## config.mk

```make
export PLATFORM = sky130hd
export DESIGN_NAME = axi_slave_arb2
export DESIGN_NICKNAME = d
export VERILOG_FILES = /design/src/rtl/axi_slave_arb2_pkg.sv /design/src/rtl/axi_slave_arb2_rr.sv /design/src/rtl/axi_slave_arb2.sv
export SDC_FILE = /design/constraint.sdc
export NUM_CORES = 1
export LEC_CHECK = 0
export CELL_PAD_IN_SITES_DETAIL_PLACEMENT = 1
export CELL_PAD_IN_SITES_GLOBAL_PLACEMENT = 2
export CORE_AREA = 2 2 523 525
export DETAILED_ROUTE_END_ITERATION = 16
export DIE_AREA = 0 0 525 527
export PLACE_DENSITY_LB_ADDON = 0.12
export SYNTH_ARGS = -nofsm -noshare
export SYNTH_HDL_FRONTEND = slang
export SYNTH_SLANG_ARGS = --single-unit
```

## constraint.sdc

```tcl
create_clock -name pll_core_cpuclk -period 1.6 [get_ports pll_core_cpuclk]
set_input_delay 0.16 -clock pll_core_cpuclk [delete_from_list [all_inputs] [get_ports pll_core_cpuclk]]
set_output_delay 0.16 -clock pll_core_cpuclk [all_outputs]
set_load 0.02 [all_outputs]
```

## src/rtl/axi_slave_arb2_pkg.sv

```systemverilog
// Shared types and default widths for the two-master AXI slave arbiter.
package axi_slave_arb2_pkg;
    localparam int DEF_ADDR_W = 40;
    localparam int DEF_DATA_W = 128;
    localparam int DEF_ID_W   = 8;

    typedef enum logic [2:0] {
        IDLE = 3'd0,
        RD   = 3'd1,
        WR_A = 3'd2,
        WR_D = 3'd3,
        WR_B = 3'd4
    } arb_state_t;
endpackage

```

## src/rtl/axi_slave_arb2_rr.sv

```systemverilog
// Two-way round-robin picker; a tie goes to the master not granted last.
module axi_arb_rr2 (
    input  logic [1:0] req,
    input  logic       last_gnt,
    input  logic       en,
    output logic [1:0] gnt
);
    always_comb begin
        gnt = 2'b00;
        if (en) begin
            if (req == 2'b11) gnt = last_gnt ? 2'b01 : 2'b10;
            else              gnt = req;
        end
    end
endmodule

```

## src/rtl/axi_slave_arb2.sv

```systemverilog
// Arbitrates two AXI masters onto one single-outstanding slave, one whole
// transaction at a time, with combinational pass-through on the owned channel.
module axi_slave_arb2
    import axi_slave_arb2_pkg::*;
#(
    parameter int ADDR_W = DEF_ADDR_W,
    parameter int DATA_W = DEF_DATA_W,
    parameter int ID_W   = DEF_ID_W
) (
    input  logic                pll_core_cpuclk,
    input  logic                pad_cpu_rst_b,
    // master 0
    input  logic                m0_awvalid,
    input  logic [ADDR_W-1:0]   m0_awaddr,
    input  logic [ID_W-1:0]     m0_awid,
    input  logic [7:0]          m0_awlen,
    input  logic [2:0]          m0_awsize,
    input  logic [1:0]          m0_awburst,
    input  logic [2:0]          m0_awprot,
    input  logic [3:0]          m0_awcache,
    output logic                m0_awready,
    input  logic                m0_wvalid,
    input  logic [DATA_W-1:0]   m0_wdata,
    input  logic [DATA_W/8-1:0] m0_wstrb,
    input  logic                m0_wlast,
    input  logic [ID_W-1:0]     m0_wid,
    output logic                m0_wready,
    output logic                m0_bvalid,
    output logic [ID_W-1:0]     m0_bid,
    output logic [1:0]          m0_bresp,
    input  logic                m0_bready,
    input  logic                m0_arvalid,
    input  logic [ADDR_W-1:0]   m0_araddr,
    input  logic [ID_W-1:0]     m0_arid,
    input  logic [7:0]          m0_arlen,
    input  logic [2:0]          m0_arsize,
    input  logic [1:0]          m0_arburst,
    input  logic [2:0]          m0_arprot,
    input  logic [3:0]          m0_arcache,
    output logic                m0_arready,
    output logic                m0_rvalid,
    output logic [DATA_W-1:0]   m0_rdata,
    output logic [ID_W-1:0]     m0_rid,
    output logic [1:0]          m0_rresp,
    output logic                m0_rlast,
    input  logic                m0_rready,
    // master 1
    input  logic                m1_awvalid,
    input  logic [ADDR_W-1:0]   m1_awaddr,
    input  logic [ID_W-1:0]     m1_awid,
    input  logic [7:0]          m1_awlen,
    input  logic [2:0]          m1_awsize,
    input  logic [1:0]          m1_awburst,
    input  logic [2:0]          m1_awprot,
    input  logic [3:0]          m1_awcache,
    output logic                m1_awready,
    input  logic                m1_wvalid,
    input  logic [DATA_W-1:0]   m1_wdata,
    input  logic [DATA_W/8-1:0] m1_wstrb,
    input  logic                m1_wlast,
    input  logic [ID_W-1:0]     m1_wid,
    output logic                m1_wready,
    output logic                m1_bvalid,
    output logic [ID_W-1:0]     m1_bid,
    output logic [1:0]          m1_bresp,
    input  logic                m1_bready,
    input  logic                m1_arvalid,
    input  logic [ADDR_W-1:0]   m1_araddr,
    input  logic [ID_W-1:0]     m1_arid,
    input  logic [7:0]          m1_arlen,
    input  logic [2:0]          m1_arsize,
    input  logic [1:0]          m1_arburst,
    input  logic [2:0]          m1_arprot,
    input  logic [3:0]          m1_arcache,
    output logic                m1_arready,
    output logic                m1_rvalid,
    output logic [DATA_W-1:0]   m1_rdata,
    output logic [ID_W-1:0]     m1_rid,
    output logic [1:0]          m1_rresp,
    output logic                m1_rlast,
    input  logic                m1_rready,
    // slave
    output logic                s_awvalid,
    output logic [ADDR_W-1:0]   s_awaddr,
    output logic [ID_W-1:0]     s_awid,
    output logic [7:0]          s_awlen,
    output logic [2:0]          s_awsize,
    output logic [1:0]          s_awburst,
    output logic [2:0]          s_awprot,
    output logic [3:0]          s_awcache,
    input  logic                s_awready,
    output logic                s_wvalid,
    output logic [DATA_W-1:0]   s_wdata,
    output logic [DATA_W/8-1:0] s_wstrb,
    output logic                s_wlast,
    output logic [ID_W-1:0]     s_wid,
    input  logic                s_wready,
    input  logic                s_bvalid,
    input  logic [ID_W-1:0]     s_bid,
    input  logic [1:0]          s_bresp,
    output logic                s_bready,
    output logic                s_arvalid,
    output logic [ADDR_W-1:0]   s_araddr,
    output logic [ID_W-1:0]     s_arid,
    output logic [7:0]          s_arlen,
    output logic [2:0]          s_arsize,
    output logic [1:0]          s_arburst,
    output logic [2:0]          s_arprot,
    output logic [3:0]          s_arcache,
    input  logic                s_arready,
    input  logic                s_rvalid,
    input  logic [DATA_W-1:0]   s_rdata,
    input  logic [ID_W-1:0]     s_rid,
    input  logic [1:0]          s_rresp,
    input  logic                s_rlast,
    output logic                s_rready
);
    localparam int STRB_W = DATA_W / 8;

    arb_state_t state;
    logic       owner, last_gnt, ar_done;
    logic [1:0] gnt;

    logic [1:0]                 awv, arv, wv, wl, bready_m, rready_m;
    logic [1:0][ADDR_W-1:0]     awaddr_m, araddr_m;
    logic [1:0][ID_W-1:0]       awid_m, arid_m, wid_m;
    logic [1:0][7:0]            awlen_m, arlen_m;
    logic [1:0][2:0]            awsize_m, arsize_m, awprot_m, arprot_m;
    logic [1:0][1:0]            awburst_m, arburst_m;
    logic [1:0][3:0]            awcache_m, arcache_m;
    logic [1:0][DATA_W-1:0]     wdata_m;
    logic [1:0][STRB_W-1:0]     wstrb_m;

    assign awv       = {m1_awvalid, m0_awvalid};
    assign arv       = {m1_arvalid, m0_arvalid};
    assign wv        = {m1_wvalid,  m0_wvalid};
    assign wl        = {m1_wlast,   m0_wlast};
    assign bready_m  = {m1_bready,  m0_bready};
    assign rready_m  = {m1_rready,  m0_rready};
    assign awaddr_m  = {m1_awaddr,  m0_awaddr};
    assign araddr_m  = {m1_araddr,  m0_araddr};
    assign awid_m    = {m1_awid,    m0_awid};
    assign arid_m    = {m1_arid,    m0_arid};
    assign wid_m     = {m1_wid,     m0_wid};
    assign awlen_m   = {m1_awlen,   m0_awlen};
    assign arlen_m   = {m1_arlen,   m0_arlen};
    assign awsize_m  = {m1_awsize,  m0_awsize};
    assign arsize_m  = {m1_arsize,  m0_arsize};
    assign awburst_m = {m1_awburst, m0_awburst};
    assign arburst_m = {m1_arburst, m0_arburst};
    assign awprot_m  = {m1_awprot,  m0_awprot};
    assign arprot_m  = {m1_arprot,  m0_arprot};
    assign awcache_m = {m1_awcache, m0_awcache};
    assign arcache_m = {m1_arcache, m0_arcache};
    assign wdata_m   = {m1_wdata,   m0_wdata};
    assign wstrb_m   = {m1_wstrb,   m0_wstrb};

    axi_arb_rr2 u_rr (
        .req      (awv | arv),
        .last_gnt (last_gnt),
        .en       (state == IDLE),
        .gnt      (gnt)
    );

    // Channel phases; R is only routed once AR has been accepted.
    logic ar_ph, r_ph, aw_ph, w_ph, b_ph;
    assign ar_ph = (state == RD) & ~ar_done;
    assign r_ph  = (state == RD) &  ar_done;
    assign aw_ph = (state == WR_A);
    assign w_ph  = (state == WR_D);
    assign b_ph  = (state == WR_B);

    always_ff @(posedge pll_core_cpuclk or negedge pad_cpu_rst_b) begin
        if (!pad_cpu_rst_b) begin
            state    <= IDLE;
            owner    <= 1'b0;
            last_gnt <= 1'b1;
            ar_done  <= 1'b0;
        end else begin
            case (state)
                IDLE: if (|gnt) begin
                    owner    <= gnt[1];
                    last_gnt <= gnt[1];
                    ar_done  <= 1'b0;
                    state    <= arv[gnt[1]] ? RD : WR_A;
                end
                RD: begin
                    if (s_arvalid & s_arready) ar_done <= 1'b1;
                    if (r_ph & s_rvalid & s_rlast & s_rready) state <= IDLE;
                end
                WR_A:    if (s_awvalid & s_awready)         state <= WR_D;
                WR_D:    if (s_wvalid & s_wready & s_wlast) state <= WR_B;
                WR_B:    if (s_bvalid & s_bready)           state <= IDLE;
                default: state <= IDLE;
            endcase
        end
    end

    assign s_arvalid = ar_ph & arv[owner];
    assign s_araddr  = ar_ph ? araddr_m[owner]  : '0;
    assign s_arid    = ar_ph ? arid_m[owner]    : '0;
    assign s_arlen   = ar_ph ? arlen_m[owner]   : '0;
    assign s_arsize  = ar_ph ? arsize_m[owner]  : '0;
    assign s_arburst = ar_ph ? arburst_m[owner] : '0;
    assign s_arprot  = ar_ph ? arprot_m[owner]  : '0;
    assign s_arcache = ar_ph ? arcache_m[owner] : '0;
    assign s_awvalid = aw_ph & awv[owner];
    assign s_awaddr  = aw_ph ? awaddr_m[owner]  : '0;
    assign s_awid    = aw_ph ? awid_m[owner]    : '0;
    assign s_awlen   = aw_ph ? awlen_m[owner]   : '0;
    assign s_awsize  = aw_ph ? awsize_m[owner]  : '0;
    assign s_awburst = aw_ph ? awburst_m[owner] : '0;
    assign s_awprot  = aw_ph ? awprot_m[owner]  : '0;
    assign s_awcache = aw_ph ? awcache_m[owner] : '0;
    assign s_wvalid  = w_ph & wv[owner];
    assign s_wdata   = w_ph ? wdata_m[owner] : '0;
    assign s_wstrb   = w_ph ? wstrb_m[owner] : '0;
    assign s_wlast   = w_ph & wl[owner];
    assign s_wid     = w_ph ? wid_m[owner] : '0;
    assign s_bready  = b_ph & bready_m[owner];
    assign s_rready  = r_ph & rready_m[owner];

    logic [1:0]             awready_o, wready_o, arready_o, bvalid_o, rvalid_o, rlast_o;
    logic [1:0][ID_W-1:0]   bid_o, rid_o;
    logic [1:0][1:0]        bresp_o, rresp_o;
    logic [1:0][DATA_W-1:0] rdata_o;

    for (genvar i = 0; i < 2; i++) begin : g_m
        logic sel;
        assign sel          = (owner == 1'(i));
        assign awready_o[i] = aw_ph & sel & s_awready;
        assign wready_o[i]  = w_ph  & sel & s_wready;
        assign arready_o[i] = ar_ph & sel & s_arready;
        assign bvalid_o[i]  = b_ph  & sel & s_bvalid;
        assign bid_o[i]     = (b_ph & sel) ? s_bid   : '0;
        assign bresp_o[i]   = (b_ph & sel) ? s_bresp : '0;
        assign rvalid_o[i]  = r_ph  & sel & s_rvalid;
        assign rlast_o[i]   = r_ph  & sel & s_rlast;
        assign rid_o[i]     = (r_ph & sel) ? s_rid   : '0;
        assign rresp_o[i]   = (r_ph & sel) ? s_rresp : '0;
        assign rdata_o[i]   = (r_ph & sel) ? s_rdata : '0;
    end

    assign {m1_awready, m0_awready} = awready_o;
    assign {m1_wready,  m0_wready}  = wready_o;
    assign {m1_arready, m0_arready} = arready_o;
    assign {m1_bvalid,  m0_bvalid}  = bvalid_o;
    assign {m1_rvalid,  m0_rvalid}  = rvalid_o;
    assign {m1_rlast,   m0_rlast}   = rlast_o;
    assign {m1_bid,     m0_bid}     = bid_o;
    assign {m1_bresp,   m0_bresp}   = bresp_o;
    assign {m1_rid,     m0_rid}     = rid_o;
    assign {m1_rresp,   m0_rresp}   = rresp_o;
    assign {m1_rdata,   m0_rdata}   = rdata_o;
endmodule

```

== Word-level counts from Yosys, hierarchy flattened ==
Index checks and enable logic that the tools add are counted.

* Order comparisons: 2
* Equality and inequality tests: 11
* Mux-type cells: 88
* Bitwise gates (word level): 41
* Reduce and logical (&&, ||, !) cells: 6

{| class="wikitable"
|+ Operators with widths
! kind !! count
|-
| $mux W128 || 5
|-
| $mux W40 || 6
|-
| $mux W8 || 19
|-
| $mux W3 || 17
|-
| $mux W16 || 3
|-
| $and A1 B1 Y1 || 38
|-
| $mux W2 || 14
|-
| $mux W4 || 6
|-
| $mux W1 || 16
|-
| $pmux W3 S5 || 1
|-
| $ne A2 B1 Y1 const B || 5
|-
| $eq A3 B2 Y1 const B || 2
|-
| $reduce_and A5 Y1 || 1
|-
| $lt A1 B2 Y1 const B || 2
|-
| $eq A3 B1 Y1 const B || 1
|-
| $eq A3 B3 Y1 const B || 1
|-
| $logic_not A3 Y1 || 1
|-
| $reduce_and A3 Y1 || 1
|-
| $eq A2 B2 Y1 const B || 1
|-
| $ne A2 B2 Y1 const B || 1
|-
| $not A1 Y1 || 2
|-
| $or A2 B2 Y2 || 1
|-
| $pmux W1 S2 || 1
|-
| $reduce_and A2 Y1 || 1
|-
| other kinds (2) || 2
|}

* Register bits after elaboration: 6
* Input port bits: 744
* Word-level logic and storage cells: 152

== Depth between registers and ports, before layout ==
* Word-level depth: 9
* Gate-level depth with buffers: 7
* Gate-level depth less buffers: 4

== Hierarchy ==
A second synthesis with hierarchy kept.

* Cells, all modules: 1044
* Area total of the unflattened synthesis: 6851.6 um^2

{| class="wikitable"
|+ By module, submodules not included
! module !! instances !! cells an instance !! area each (um^2)
|-
| axi_slave_arb2 || 1 || 1039 || 6830.3
|-
| axi_arb_rr2 || 1 || 5 || 21.3
|}

== Worst setup path before layout ==
OpenSTA, ideal clock, no wires.

* Path kind: register to output
* From: register state[2]
* To: output s_arburst[0]
* Data arrival time: 1578 ps
* Data required time: 1440 ps
* Setup slack: -138 ps
* Stages on the path, launching flop included: 8
* Cell sequence: dfrtp_1 -> nor2_2 -> nand2_1 -> or2_1 -> buf_2 -> buf_6 -> buf_6 -> nor2_1

* Longest elaborated chain between the ends: 3

{| class="wikitable"
|+ Ends and longest elaborated chain
! what !! RTL line !! text
|-
| start: declaration || axi_slave_arb2.sv:120 || <nowiki>arb_state_t state;</nowiki>
|-
| start signal: assignment || axi_slave_arb2.sv:185 || <nowiki>state <= arv[gnt[1]] ? RD : WR_A;</nowiki>
|-
| $eq A3 B1 Y1 || axi_slave_arb2.sv:167 || <nowiki>assign ar_ph = (state == RD) & ~ar_done;</nowiki>
|-
| $and A1 B1 Y1 || axi_slave_arb2.sv:167 ||
|-
| $mux W2 || axi_slave_arb2.sv:204 || <nowiki>assign s_arburst = ar_ph ? arburst_m[owner] : '0;</nowiki>
|-
| end: declaration || axi_slave_arb2.sv:107 || <nowiki>output logic [1:0] s_arburst,</nowiki>
|}

Every way passes these cells.

== Worst setup path in the final report ==
* From: register state[1]
* To: output m1_rid[2]

* Longest elaborated chain between the ends: 4

{| class="wikitable"
|+ Ends and longest elaborated chain
! what !! RTL line !! text
|-
| $eq A3 B1 Y1 || axi_slave_arb2.sv:168 || <nowiki>assign r_ph = (state == RD) & ar_done;</nowiki>
|-
| $and A1 B1 Y1 || axi_slave_arb2.sv:168 ||
|-
| $and A1 B1 Y1 || axi_slave_arb2.sv:239 || <nowiki>assign rid_o[i] = (r_ph & sel) ? s_rid : '0;</nowiki>
|-
| $mux W8 || axi_slave_arb2.sv:239 ||
|-
| end: declaration || axi_slave_arb2.sv:78 || <nowiki>output logic [ID_W-1:0] m1_rid,</nowiki>
|}

Every way passes these cells.

==> reports/qor.yml <==
clk-insertion-delay-late_ps: 230
dp.cells: 6171
synth.top_cells.by_count: "nor2_1, and2_1, mux2i_1, buf_2, clkbuf_1"
powerDensity_nw_per_um2: 1103
synth_edf_count: 0
grt-ovfl-total: 0
drtPass1Iterations: 4
synth.most_common_cell: "nor2_1"
first_iter_violations: 244
fin_crit_sh: 1.388
syn_nets: 1799
syn2layout_area_growth_pct: 414.8
finalNetCount: 3519
crit_path_cell_trace: "nor2_4 -> nand3_2 -> buf_6 -> nor2_4 -> buf_6 -> buf_12 -> buf_16 -> clkbuf_16 -> and2_4 -> buf_12"
p_int_uw: 20940
rsz0062_at_grt: "true"
total_power_uw: 39390
viasPerCell: 2.343
cpMaxStageDelayCell: "dfrtp_2"
final_layout_size_suffix_gt1_frac: 0.6154
worstHoldPathType: "in2async"
ys_seq_area_frac: 0.02181
netlist_instances: 1055
ys_types: 36
power.leakage_uw: 0.01366
drcViolationCount: 0
skew_ps: 1.355
grt_pass1_wl_um: 190200
power_switching_uw: 18450
final_cells: 6383
worstPathMaxFanout: 8
root_buffer: "clkbuf_16"
path_class: "reg2out"
crit_buf_inv: 6
period_minus_slack_ps: 2221
row_count: 192
grt_usage: 0.1060
ant_nets: 0
tightest_slew_ps: 506.1
clock-sinks: 6
swShare: 0.4684
io_pins: 1346
irDropWorstVdd_v: 0.0003090
synth-main-ff-cell: "dfrtp_1"
synth_seq_cells: 6
clockBufferDepth: 2
netlist_area_um2: 6940
cap_viol_max_count: 0
dp_hpwl_um: 143300
avgSynthCellArea_um2: 6.579
pwr-share-seq: 0.009
vias: 14950
fin_area_um2: 35730
grt_pass1_vias: 16030
p_clk_frac: 0.011
outcome: "finished with violations"
max-slew-margin-rel: 0.6530
core_area_um2: 271700
gp_congestion: 0.7564
antenna_found_initial: 83
start_util: 0.02554
setup_viol_count_final: 605
die_w_um: 525
fmaxAchievable_mhz: 450.2
dpl-instance-area_um2: 29040
cp-start-kind: "flop"
fin_setup_tns_ps: -285190
slowest_delay_ps: 430
synth_top_area_cell: "mux2i_1"
p_comb_frac: 0.980
worst_slack_ps: -621.1
grt_max_degree: 29
violations: "setup timing"
crit_path_end_kind: "primary output"
required_ps: 1440
portBuffers: 1345
path_clk_slew_ps: 40
cts_buffers: 3
synth_top_area_share: 0.4240
synth_area_leaders: "mux2i_1, and2_1, nor2_1"
cts_tree: "built"
slew_viol_final: 0
critical_path_arrival_ps: 2060
die_h_um: 527
wl_um: 160600
finalHoldViolCount: 0
avgRoutedWirePerCell_um: 25.16
synthArstFlopShare: 1.000
cp_top_family: "buffers and inverters"
ys_warn_count: 0
die-area_um2: 276700
htree_levels: 1
-- power groups by stage --
stage / combinational, uW / clock (uW) / sequential [uW]
after floorplan: 10700 / 0 / 285
after global placement: 28500 / 0 / 314
after detailed placement: 28400 / 0 / 316
after CTS: 30600 / 468 / 327
after global routing: 40900 / 476 / 355
final: 38600 / 446 / 340
-- kinds of logic after synthesis --
family | after synthesis | share of synthesized area
AND/OR/NAND/NOR | 633 | 0.4586
flip-flops | 6 | 0.02181
multiplexers | 297 | 0.4294
AO/OA/AOI/OAI | 19 | 0.01785
buffers and inverters | 100 | 0.07229
-- final timing paths --
path | startpoint | endpoint | slack, ps | cells past startpoint
min | pad_cpu_rst_b | g_m[1].sel | 220 | 1
max reg2reg | g_m[1].sel | state[0] | -480 | 7
min in group pll_core_cpuclk | last_gnt | g_m[1].sel | 610 | 2
max | state[1] | m1_rid[2] | -620 | 10
min reg2reg | last_gnt | g_m[1].sel | 610 | 2
max in group asynchronous | pad_cpu_rst_b | last_gnt | 1070 | 1
-- timing repair --
action                     CTS  global route
cloned                      11            33
buffers inserted            43           145
setup endpoints to repair  606           608
hold buffers                 0             0
resized for setup          986          1688
pin swaps                   29           200
-- flip-flops by register name, summed over array words and instances (netlist names) --
signal    count
state         3
ar_done       1
g_m.sel       1
last_gnt      1
-- through the flow --
step / util / worst slack [ps] / hold WS [ps]
floorplan: - / -41.05 / -135.6
CTS: 0.1117 / -742.0 / 250.4
global placement: 0.1069 / -1090 / 499.6
global route: 0.1313 / -705.8 / 258.9
detailed placement: 0.1069 / -1032 / 497.5
finish: 0.1315 / -621.1 / 220.4
-- layer usage --
metal / up-vias / wire length (um) / global-route usage
li1: 6949 / - / -
met1: 6920 / 56200 / 0.1058
met2: 892 / 85050 / 0.2040
met3: 149 / 17210 / 0.05190
met4: 44 / 1882 / 0.005831
met5: - / 261 / 0
-- final cells by class --
class / count / area [um^2]
diodes: 20 / 50.05
flip-flops and latches: 6 / 157.7
repair buffers: 1811 / 21180
clock buffers: 4 / 78.83
inverters: 3 / 13.76
multi-input cells: 950 / 9758
fillers: 31450 / 236000
well taps: 3589 / 4491
-- cells in the final DEF, fill, tap and decap left out, types with 32 or more instances in the layout --
| master | instances |
|---|---|
| and2_4 | 190 |
| buf_8 | 37 |
| buf_6 | 350 |
| and2_1 | 35 |
| mux2i_4 | 80 |
| nor2_4 | 215 |
| clkdlybuf4s50_1 | 743 |
| clkbuf_16 | 32 |
| mux2i_1 | 172 |
| clkbuf_2 | 48 |
| nor2_1 | 72 |
| and2_2 | 77 |
| mux2i_2 | 42 |
| buf_4 | 287 |
| buf_12 | 265 |
-- worst reg2reg max path, delay by kind of cell (launching register included) --
kind / cells / cell delay [ps]
mux: 1 / 310
buf+inv: 3 / 460
flops: 1 / 520
compound gates: 2 / 450
simple gates: 1 / 210
Power figures use the tool's default switching activity.
